## src/rtl/sobel_frame_sequencer.sv

```systemverilog
// sobel_frame_sequencer
// Walks a 3x3 window over a ROWS x COLS byte image held in external memory.
// For each interior pixel it fetches the eight neighbours, launches the Sobel
// core with a start/done handshake and writes the 8-bit edge result to the
// packed edge memory in raster order.
// Optional feature: define SEQ_TIMEOUT_EN to bound the wait for core_done to
// TIMEOUT_CYCLES; a timed-out window writes 8'h00 and sets err_timeout.
module sobel_frame_sequencer #(
  parameter int ROWS           = 147,
  parameter int COLS           = 143,
  parameter int ADDR_W         = 16,
  parameter int TIMEOUT_CYCLES = 1024
) (
  input  logic              clk,
  input  logic              reset,
  input  logic              frame_start,
  output logic              busy,
  output logic              frame_done,
  output logic              err_timeout,
  output logic              src_rd,
  output logic [ADDR_W-1:0] src_addr,
  input  logic [7:0]        src_data,
  output logic [7:0]        win_p1,
  output logic [7:0]        win_p2,
  output logic [7:0]        win_p3,
  output logic [7:0]        win_p4,
  output logic [7:0]        win_p6,
  output logic [7:0]        win_p7,
  output logic [7:0]        win_p8,
  output logic [7:0]        win_p9,
  output logic              core_start,
  input  logic              core_done,
  input  logic [7:0]        core_z,
  output logic              edge_we,
  output logic [ADDR_W-1:0] edge_addr,
  output logic [7:0]        edge_data
);

  typedef enum logic [2:0] {
    ST_IDLE    = 3'd0,
    ST_FETCH   = 3'd1,
    ST_LAUNCH  = 3'd2,
    ST_WAIT    = 3'd3,
    ST_WRITE   = 3'd4,
    ST_ADVANCE = 3'd5,
    ST_DONE    = 3'd6
  } state_t;

  localparam logic [ADDR_W-1:0] COLS_A = ADDR_W'(COLS);
  localparam logic [ADDR_W-1:0] ROWS_A = ADDR_W'(ROWS);
  localparam logic [ADDR_W-1:0] ONE_A  = ADDR_W'(1);
  localparam logic [ADDR_W-1:0] TWO_A  = ADDR_W'(2);

  state_t            state_r;
  logic [ADDR_W-1:0] i_r;
  logic [ADDR_W-1:0] j_r;
  logic [3:0]        fetch_cnt_r;
  logic              done_q_r;
  logic [7:0]        win_r [8];
  logic [ADDR_W-1:0] next_i_s;
  logic [ADDR_W-1:0] next_j_s;
  logic              last_win_s;
  logic              core_edge_s;
  logic [ADDR_W-1:0] edge_addr_s;
`ifdef SEQ_TIMEOUT_EN
  logic [31:0]       wait_cnt_r;
`endif

  // Neighbour order p1,p2,p3,p4,p6,p7,p8,p9 relative to the window's top-left pixel.
  function automatic logic [ADDR_W-1:0] fetch_addr(input logic [ADDR_W-1:0] ii,
                                                   input logic [ADDR_W-1:0] jj,
                                                   input logic [2:0]        k);
    logic [ADDR_W-1:0] base;
    logic [ADDR_W-1:0] off;
    base = COLS_A * (ii - ONE_A) + (jj - ONE_A);
    case (k)
      3'd0:    off = ADDR_W'(0);
      3'd1:    off = ONE_A;
      3'd2:    off = TWO_A;
      3'd3:    off = COLS_A;
      3'd4:    off = COLS_A + TWO_A;
      3'd5:    off = COLS_A + COLS_A;
      3'd6:    off = COLS_A + COLS_A + ONE_A;
      default: off = COLS_A + COLS_A + TWO_A;
    endcase
    return base + off;
  endfunction

  assign win_p1 = win_r[0];
  assign win_p2 = win_r[1];
  assign win_p3 = win_r[2];
  assign win_p4 = win_r[3];
  assign win_p6 = win_r[4];
  assign win_p7 = win_r[5];
  assign win_p8 = win_r[6];
  assign win_p9 = win_r[7];

  // Core done edge detect, raster-order successor of (i,j) and the edge write address.
  always_comb begin
    core_edge_s = core_done & ~done_q_r;
    edge_addr_s = (i_r - ONE_A) * (COLS_A - TWO_A) + (j_r - ONE_A);
    next_i_s    = i_r;
    next_j_s    = j_r;
    last_win_s  = 1'b0;
    if (j_r < COLS_A - TWO_A) begin
      next_j_s = j_r + ONE_A;
    end else if (i_r < ROWS_A - TWO_A) begin
      next_i_s = i_r + ONE_A;
      next_j_s = ONE_A;
    end else begin
      last_win_s = 1'b1;
    end
  end

  // Frame sequencer FSM; every output is a register set on entry to its state.
  always_ff @(posedge clk) begin
    if (!reset) begin
      state_r     <= ST_IDLE;
      i_r         <= '0;
      j_r         <= '0;
      fetch_cnt_r <= 4'd0;
      done_q_r    <= 1'b0;
      busy        <= 1'b0;
      frame_done  <= 1'b0;
      err_timeout <= 1'b0;
      src_rd      <= 1'b0;
      src_addr    <= '0;
      core_start  <= 1'b0;
      edge_we     <= 1'b0;
      edge_addr   <= '0;
      edge_data   <= 8'h00;
      for (int k = 0; k < 8; k++) win_r[k] <= 8'h00;
`ifdef SEQ_TIMEOUT_EN
      wait_cnt_r  <= 32'd0;
`endif
    end else begin
      done_q_r   <= core_done;
      frame_done <= 1'b0;
      core_start <= 1'b0;
      edge_we    <= 1'b0;
      case (state_r)
        ST_IDLE: begin
          if (frame_start) begin
            i_r         <= ONE_A;
            j_r         <= ONE_A;
            err_timeout <= 1'b0;
            busy        <= 1'b1;
            fetch_cnt_r <= 4'd0;
            src_rd      <= 1'b1;
            src_addr    <= fetch_addr(ONE_A, ONE_A, 3'd0);
            state_r     <= ST_FETCH;
          end else begin
            busy <= 1'b0;
          end
        end
        ST_FETCH: begin
          // Read data returns one cycle late, so slot k fills on count k+1.
          if (fetch_cnt_r != 4'd0) begin
            win_r[fetch_cnt_r[2:0] - 3'd1] <= src_data;
          end else begin
            win_r[0] <= win_r[0];
          end
          if (fetch_cnt_r < 4'd7) begin
            src_rd   <= 1'b1;
            src_addr <= fetch_addr(i_r, j_r, fetch_cnt_r[2:0] + 3'd1);
          end else begin
            src_rd <= 1'b0;
          end
          if (fetch_cnt_r == 4'd8) begin
            core_start <= 1'b1;
            state_r    <= ST_LAUNCH;
          end else begin
            fetch_cnt_r <= fetch_cnt_r + 4'd1;
          end
        end
        ST_LAUNCH: begin
`ifdef SEQ_TIMEOUT_EN
          wait_cnt_r <= 32'd0;
`endif
          state_r <= ST_WAIT;
        end
        ST_WAIT: begin
          if (core_edge_s) begin
            edge_data <= core_z;
            edge_addr <= edge_addr_s;
            edge_we   <= 1'b1;
            state_r   <= ST_WRITE;
          end
`ifdef SEQ_TIMEOUT_EN
          else if (wait_cnt_r == 32'(TIMEOUT_CYCLES - 1)) begin
            edge_data   <= 8'h00;
            edge_addr   <= edge_addr_s;
            edge_we     <= 1'b1;
            err_timeout <= 1'b1;
            state_r     <= ST_WRITE;
          end else begin
            wait_cnt_r <= wait_cnt_r + 32'd1;
          end
`else
          else begin
            state_r <= ST_WAIT;
          end
`endif
        end
        ST_WRITE: begin
          state_r <= ST_ADVANCE;
        end
        ST_ADVANCE: begin
          if (last_win_s) begin
            frame_done <= 1'b1;
            state_r    <= ST_DONE;
          end else begin
            i_r         <= next_i_s;
            j_r         <= next_j_s;
            fetch_cnt_r <= 4'd0;
            src_rd      <= 1'b1;
            src_addr    <= fetch_addr(next_i_s, next_j_s, 3'd0);
            state_r     <= ST_FETCH;
          end
        end
        ST_DONE: begin
          busy    <= 1'b0;
          state_r <= ST_IDLE;
        end
        default: begin
          busy    <= 1'b0;
          src_rd  <= 1'b0;
          state_r <= ST_IDLE;
        end
      endcase
    end
  end

endmodule
```

## config.mk

```make
export PLATFORM = sky130hd
export DESIGN_NAME = sobel_frame_sequencer
export DESIGN_NICKNAME = d
export VERILOG_FILES = /design/src/rtl/sobel_frame_sequencer.sv
export SDC_FILE = /design/constraint.sdc
export NUM_CORES = 1
export LEC_CHECK = 0
export ABC_CLOCK_PERIOD_IN_PS = 23300
export CORE_UTILIZATION = 50
export CTS_CLUSTER_SIZE = 25
export DETAILED_ROUTE_END_ITERATION = 7
export PLACE_DENSITY = 0.71
export SETUP_SLACK_MARGIN = 0.3
export SLEW_MARGIN = 20
export SYNTH_ARGS = -nofsm -noshare
export SYNTH_HDL_FRONTEND = slang
export SYNTH_SLANG_ARGS = --single-unit
```

## constraint.sdc

```tcl
create_clock -name clk -period 23.3 [get_ports clk]
set_input_delay 5.825 -clock clk [delete_from_list [all_inputs] [get_ports clk]]
set_output_delay 5.825 -clock clk [all_outputs]
set_load 0.05 [all_outputs]
```

After elaboration in Yosys (flattened, before gate mapping) --
Memories as Yosys holds them, arrays and structs flattened. Index checks and enable logic that the tools add are counted.
Operators by class: bitwise operators 4, reductions and logical operators 17, order comparisons 3, multiply operators 3, add/sub/neg operators 14, equal/unequal tests 18, multiplexer cells 53
Operator list (number):
- two-way mux 16 bit | 16
- adder 16 bit | 5
- one-hot mux 16 bit (2 select lines) | 2
- subtractor 16 x 1 -> 16 bit (second input constant) | 4
- one-hot mux 9 bit (7 select lines) | 1
- one-hot mux 16 bit (3 select lines) | 1
- adder 16 x 1 -> 16 bit (second input constant) | 2
- less-than comparator 16 x 8 -> 1 bit (second input constant) | 2
- multiplier 8 x 16 -> 16 bit (first input constant) | 2
- two-way mux 1 bit | 19
- == test 3 bit (second input constant) | 6
- one-hot mux 3 bit (6 select lines) | 1
- multiplier 16 x 8 -> 16 bit (second input constant) | 1
- two-way mux 8 bit | 2
- two-way mux 3 bit | 5
- == test 3 x 2 -> 1 bit (second input constant) | 4
- two-way mux 4 bit | 3
- one-hot mux 4 bit (3 select lines) | 1
- != test 2 bit (second input constant) | 5
- AND reduction 2 bit | 5
- AND reduction 4 bit | 2
- OR reduction 8 bit | 1
- == test 3 x 1 -> 1 bit (second input constant) | 2
- zero test 3 bit | 2
- 16 further kinds | 18
Storage, ports and cells: word-level logic and storage cells 126, register bits after elaboration 85, memories kept 1, memory bits (writable) 64, input port bits 20
Memories:
- win_r | depth 8, width 8, read ports 8, clocked after Yosys merged registers in 0, write ports 8, RTL line 59 | logic [7:0] win_r [8];

Depth between registers and ports, before layout --
word-level depth 9, depth in mapped cells 39, mapped depth without buffers 37

Worst setup path before layout --
Ideal clock, no wire load.
path kind register -> register, from register i_r[0], to register src_addr[14], slack 14709 ps, data required time 23178 ps, setup time 122 ps, arrival time 8468 ps, cell stages (with the launch flop) 39, path through dfxtp_1 clkbuf_1 inv_1 ha_1 or3b_2 a31oi_2 and2_1 nand2_1 clkbuf_1 a21oi_1 buf_1 ha_1 nand2_1 a21oi_1 nand3_1 o2111ai_2 nor2_1 o22ai_1 (+3 left out) xnor2_1 ha_1 fa_1 fa_1 inv_1 fa_1 inv_1 ha_1 nor3_1 o21ai_0 a31oi_1 nor2b_1 o21a_1 o41ai_1 o21ai_0 xor2_1 mux2i_1 o21ai_0
Between the ends: longest elaborated chain between the ends 9, elaborated cells on any way between the ends 22, those cells by class add/sub (8); mul (2); order compare (1); eq/ne (1); mux (9); reduce/logical (1)
RTL lines:
- start, declared | RTL line 55 | logic [ADDR_W-1:0] i_r;
- start signal, assigned | RTL line 213 | i_r <= next_i_s;
- adder 16 x 1 -> 16 bit / less-than comparator 16 x 8 -> 1 bit (equally long branches) | RTL line 108, 107
- two-way mux 16 bit | RTL line 107 | end else if (i_r < ROWS_A - TWO_A) begin
- two-way mux 16 bit | RTL line 105 | if (j_r < COLS_A - TWO_A) begin
- subtractor 16 x 1 -> 16 bit | RTL line 75 | base = COLS_A * (ii - ONE_A) + (jj - ONE_A);
- multiplier 8 x 16 -> 16 bit | RTL line 75
- adder 16 bit | RTL line 75
- adder 16 bit | RTL line 86 | return base + off;
- two-way mux 16 bit | RTL line 209 | if (last_win_s) begin
- one-hot mux 16 bit (3 select lines) | RTL line 141 | case (state_r)
- end signal, assigned | RTL line 150 | src_addr <= fetch_addr(ONE_A, ONE_A, 3'd0);
- end signal, assigned | RTL line 165 | src_addr <= fetch_addr(i_r, j_r, fetch_cnt_r[2:0] + 3'd1);
- end signal, assigned | RTL line 217 | src_addr <= fetch_addr(next_i_s, next_j_s, 3'd0);
- end, declared | RTL line 21 | output logic [ADDR_W-1:0] src_addr,
Parallel ways exist; a longest one is shown, timed or not. The select of a mux whose other input is x is not followed. A chain may end at the register's enable or synchronous reset.

Worst setup path in the final report --
Ends and elaborated chain as after synthesis.

==> run summary <==
status -> completed
WHS -> 0.464 ns
Final min period -> 9.43 ns
CP max stage cell -> xor2_1
Post-route DRC -> 0
f_max -> 106 MHz
# hold bufs at CTS -> 0
vias -> 10392
Worst EP required -> 23.62 ns
PostCTS Resize Cnt -> 0
global-route wire length before repair -> 53800 µm
relative max-transition margin -> 31.2%
initial antenna violation count -> 0
crit-path most repeated cell -> ha_1
Hold Fails Final Rpt -> 0
CP Max Fanout -> 10
Unique masters post-synth -> 66
Post-Syn Area -> 0.0139 mm²
Inserted Clock Buffers -> 17
row cnt -> 60
Setup-failing EPs final -> 0
syn_area_per_cell -> 9.24 µm²
prevailing post-synth register cell -> dfxtp_1
Slew @ Worst Pin -> 1.02 ns
max cap viols -> 0
crit-path max cell delay -> 0.59 ns
layout filler cell count -> 2412
Post-synth EDFFs -> 64
Yosys Warn Count -> 0
Clock Path Buffers -> 2
pins over their slew limit -> 0
Hold Crit Class -> register to register
share of flip-flops with an asynchronous set or reset -> 0%
io pins -> 130
Worst Setup Path Type -> register to register
cells on worst reg2reg path -> 36
RR Endpoint -> src_addr[14]$_SDFFE_PN0P_
DR vias/cell -> 5.18
Starting Density -> 51.3%
hpwl dp -> 26300 µm
Synthesized Nets -> 1810
CTS tree -> built
Synth-to-Final Area Change -> 16.0%
vias in the first global route -> 10289
Setup crit end kind -> register
Buffers on Ports -> 128
hold_sp -> edge_addr[2]$_SDFFE_PN0P_
Setup Buffers After CTS -> 0
clk_lat worst skew -> 0.44 ns
register area share after synthesis -> 26.0%
fraction of layout cells with a size suffix above 1 -> 3.92%
router iterations before antenna repair -> 5
Post-Synthesis Cells -> 1509
Clock transition at path regs -> 0.07 ns
Finished Layout Cells -> 2005
RSZ-0062 raised after global routing -> no
clock sinks -> 149
Inst Count DP -> 1972
Hold Path End -> edge_addr[2]$_SDFFE_PN0P_
R2R Setup Slk -> 13.87 ns
H-tree levels -> 4
DRT iter0 DRCs -> 651
Final #Nets -> 1920
post-route antenna net violation count -> 0
die area -> 0.0286 mm²
clock skew -> 0.0169 ns
Core Box Area -> 0.0272 mm²
Root Driver -> clkbuf_16
WP data arrival -> 9.75 ns
WL/cell -> 16.4 µm
CP startpoint kind -> register
FF-to-FF Start -> i_r[0]$_SDFFE_PN0P_
die width -> 169 µm
synthesized flop and latch total -> 149
hold path depth -> 2
Final Wtd Congestion -> 0.895
Final Cycle Share -> 40.5%
Chip Height -> 169 µm
total gr overflow -> 0
Fin Setup TNS -> 0 ns
largest net degree at the start of global routing -> 88
total wire length -> 32800 µm
GRT Total Usage -> 24.1%
==> kinds of logic after synthesis <==
kind of cell / count (synthesis) / share of synthesized area (%)
flops: 149 / 26.0
simple gates: 429 / 15.9
xor+xnor: 119 / 7.48
compound gates: 207 / 9.55
mux: 11 / 0.799
other cells: 1 / 0.0269
fa+ha+maj: 281 / 31.7
buf+inv: 312 / 8.51
==> synth_stat cells (all sizes together) (3+ instances only) <==
cell type  number  area, µm²
mux2i          10        100
and3           17        106
nor4b           3       26.3
o21a            9       67.6
or3            10       62.6
edfxtp         64       1920
o2111ai         3       32.5
or4             6       48.8
nor3b           3       22.5
clkbuf         40        150
nor2b          35        219
o21bai         12       90.1
dfxtp          85       1700
or2             5       31.3
o31ai           4       30.0
a211oi          5       37.5
nor2           71        269
nor4            7       50.1
a31oi           5       37.5
fa            121       2420
nand3          22        110
ha            160       2000
nand2b         14       87.6
o21ai          51        255
a21oi          57        285
o41ai           6       60.1
a22oi           8       60.1
a21boi         23        173
buf             8       45.0
xor2           46        403
nor3           38        206
xnor2          73        639
inv           264        991
nand2         108        408
and2           86        538
a21o            8       60.1
==> cell type report <==
type / count / area, µm² / share of cell area (%)
Antenna cell: 1 / 2.50 / 0.0155
Clock buffer: 17 / 425 / 2.63
Clock inverter: 15 / 171 / 1.06
Inverter: 264 / 991 / 6.13
Multi-Input combinational cell: 1048 / 9140 / 56.5
Sequential cell: 149 / 3620 / 22.4
Tap cell: 372 / 465 / 2.88
Timing Repair Buffer: 139 / 1360 / 8.40
==> worst max-delay path by stage <==
| stage | slack [ns] | endpoint | from | depth (start not counted) |
|---|---|---|---|---|
| detailed placement | 13.96 | src_addr[14]$_SDFFE_PN0P_ | i_r[0]$_SDFFE_PN0P_ | 36 |
| global route | 13.17 | src_addr[14]$_SDFFE_PN0P_ | i_r[0]$_SDFFE_PN0P_ | 36 |
| finish | 13.87 | src_addr[14]$_SDFFE_PN0P_ | i_r[0]$_SDFFE_PN0P_ | 36 |
| CTS | 13.93 | src_addr[14]$_SDFFE_PN0P_ | i_r[0]$_SDFFE_PN0P_ | 36 |
| floorplan | 14.71 | src_addr[14]$_SDFFE_PN0P_ | i_r[0]$_SDFFE_PN0P_ | 38 |
| global placement | 14.30 | src_addr[14]$_SDFFE_PN0P_ | i_r[0]$_SDFFE_PN0P_ | 36 |
==> cell usage in the layout, fill, tap and decap left out, types with 4 or more instances in the layout <==
cell	instances
a21oi_1	57
o21bai_1	12
nor2_1	70
fa_1	121
a22oi_1	8
edfxtp_1	64
buf_4	11
xnor2_1	73
o21a_1	9
o21ai_1	5
nand2b_1	14
nand2_1	107
and2_1	86
or3_1	10
or4_1	5
and3_1	17
inv_8	8
a31oi_1	4
a211oi_1	5
o31ai_1	4
nor4_1	6
ha_1	160
or2_2	5
inv_1	264
nand3_1	22
a21o_1	8
nor2b_1	35
dfxtp_1	85
mux2i_1	10
clkbuf_16	17
clkdlybuf4s50_1	127
o41ai_1	5
a21boi_0	23
o21ai_0	45
xor2_1	46
nor3_1	35
==> per-stage QoR <==
step | utilization (%) | setup slack [ns] | cell area [µm²]
6_report | 59.5 | 13.87 | 16200
5_1_grt | 59.5 | 13.17 | 16200
4_1_cts | 59.5 | 13.93 | 16200
3_5_place_dp | 57.3 | 13.96 | 15600
3_3_place_gp | 57.3 | 14.30 | 15600
2_1_floorplan | - | 14.71 | 13900
==> state kept, by name, summed over array words and instances (netlist names) <==
signal	flops
busy	1
core_start	1
done_q_r	1
edge_addr	16
edge_data	8
edge_we	1
fetch_cnt_r	4
frame_done	1
i_r	16
j_r	16
src_addr	16
src_rd	1
state_r	3
win_r	64
==> routing by layer <==
| metal | track usage [%] | part of all wire (%) |
|---|---|---|
| met1 | 30.7 | 43 |
| met2 | 41.1 | 48 |
| met3 | 3.67 | 4.4 |
| met4 | 9.87 | 3.8 |
| met5 | 0 | 0 |
==> worst max-delay path: cells and delay by family (launching register included) <==
kind | cells | cell delay, ns
fa+ha+maj | 8 | 3.10
compound gates | 10 | 2.04
simple gates | 9 | 1.75
xor+xnor | 4 | 1.30
buf+inv | 4 | 0.60
flops | 1 | 0.42
mux | 1 | 0.12
Power is left out: the tool's default activity adds up to more than one toggle a clock period on the data nets, which glitch-free logic cannot reach.
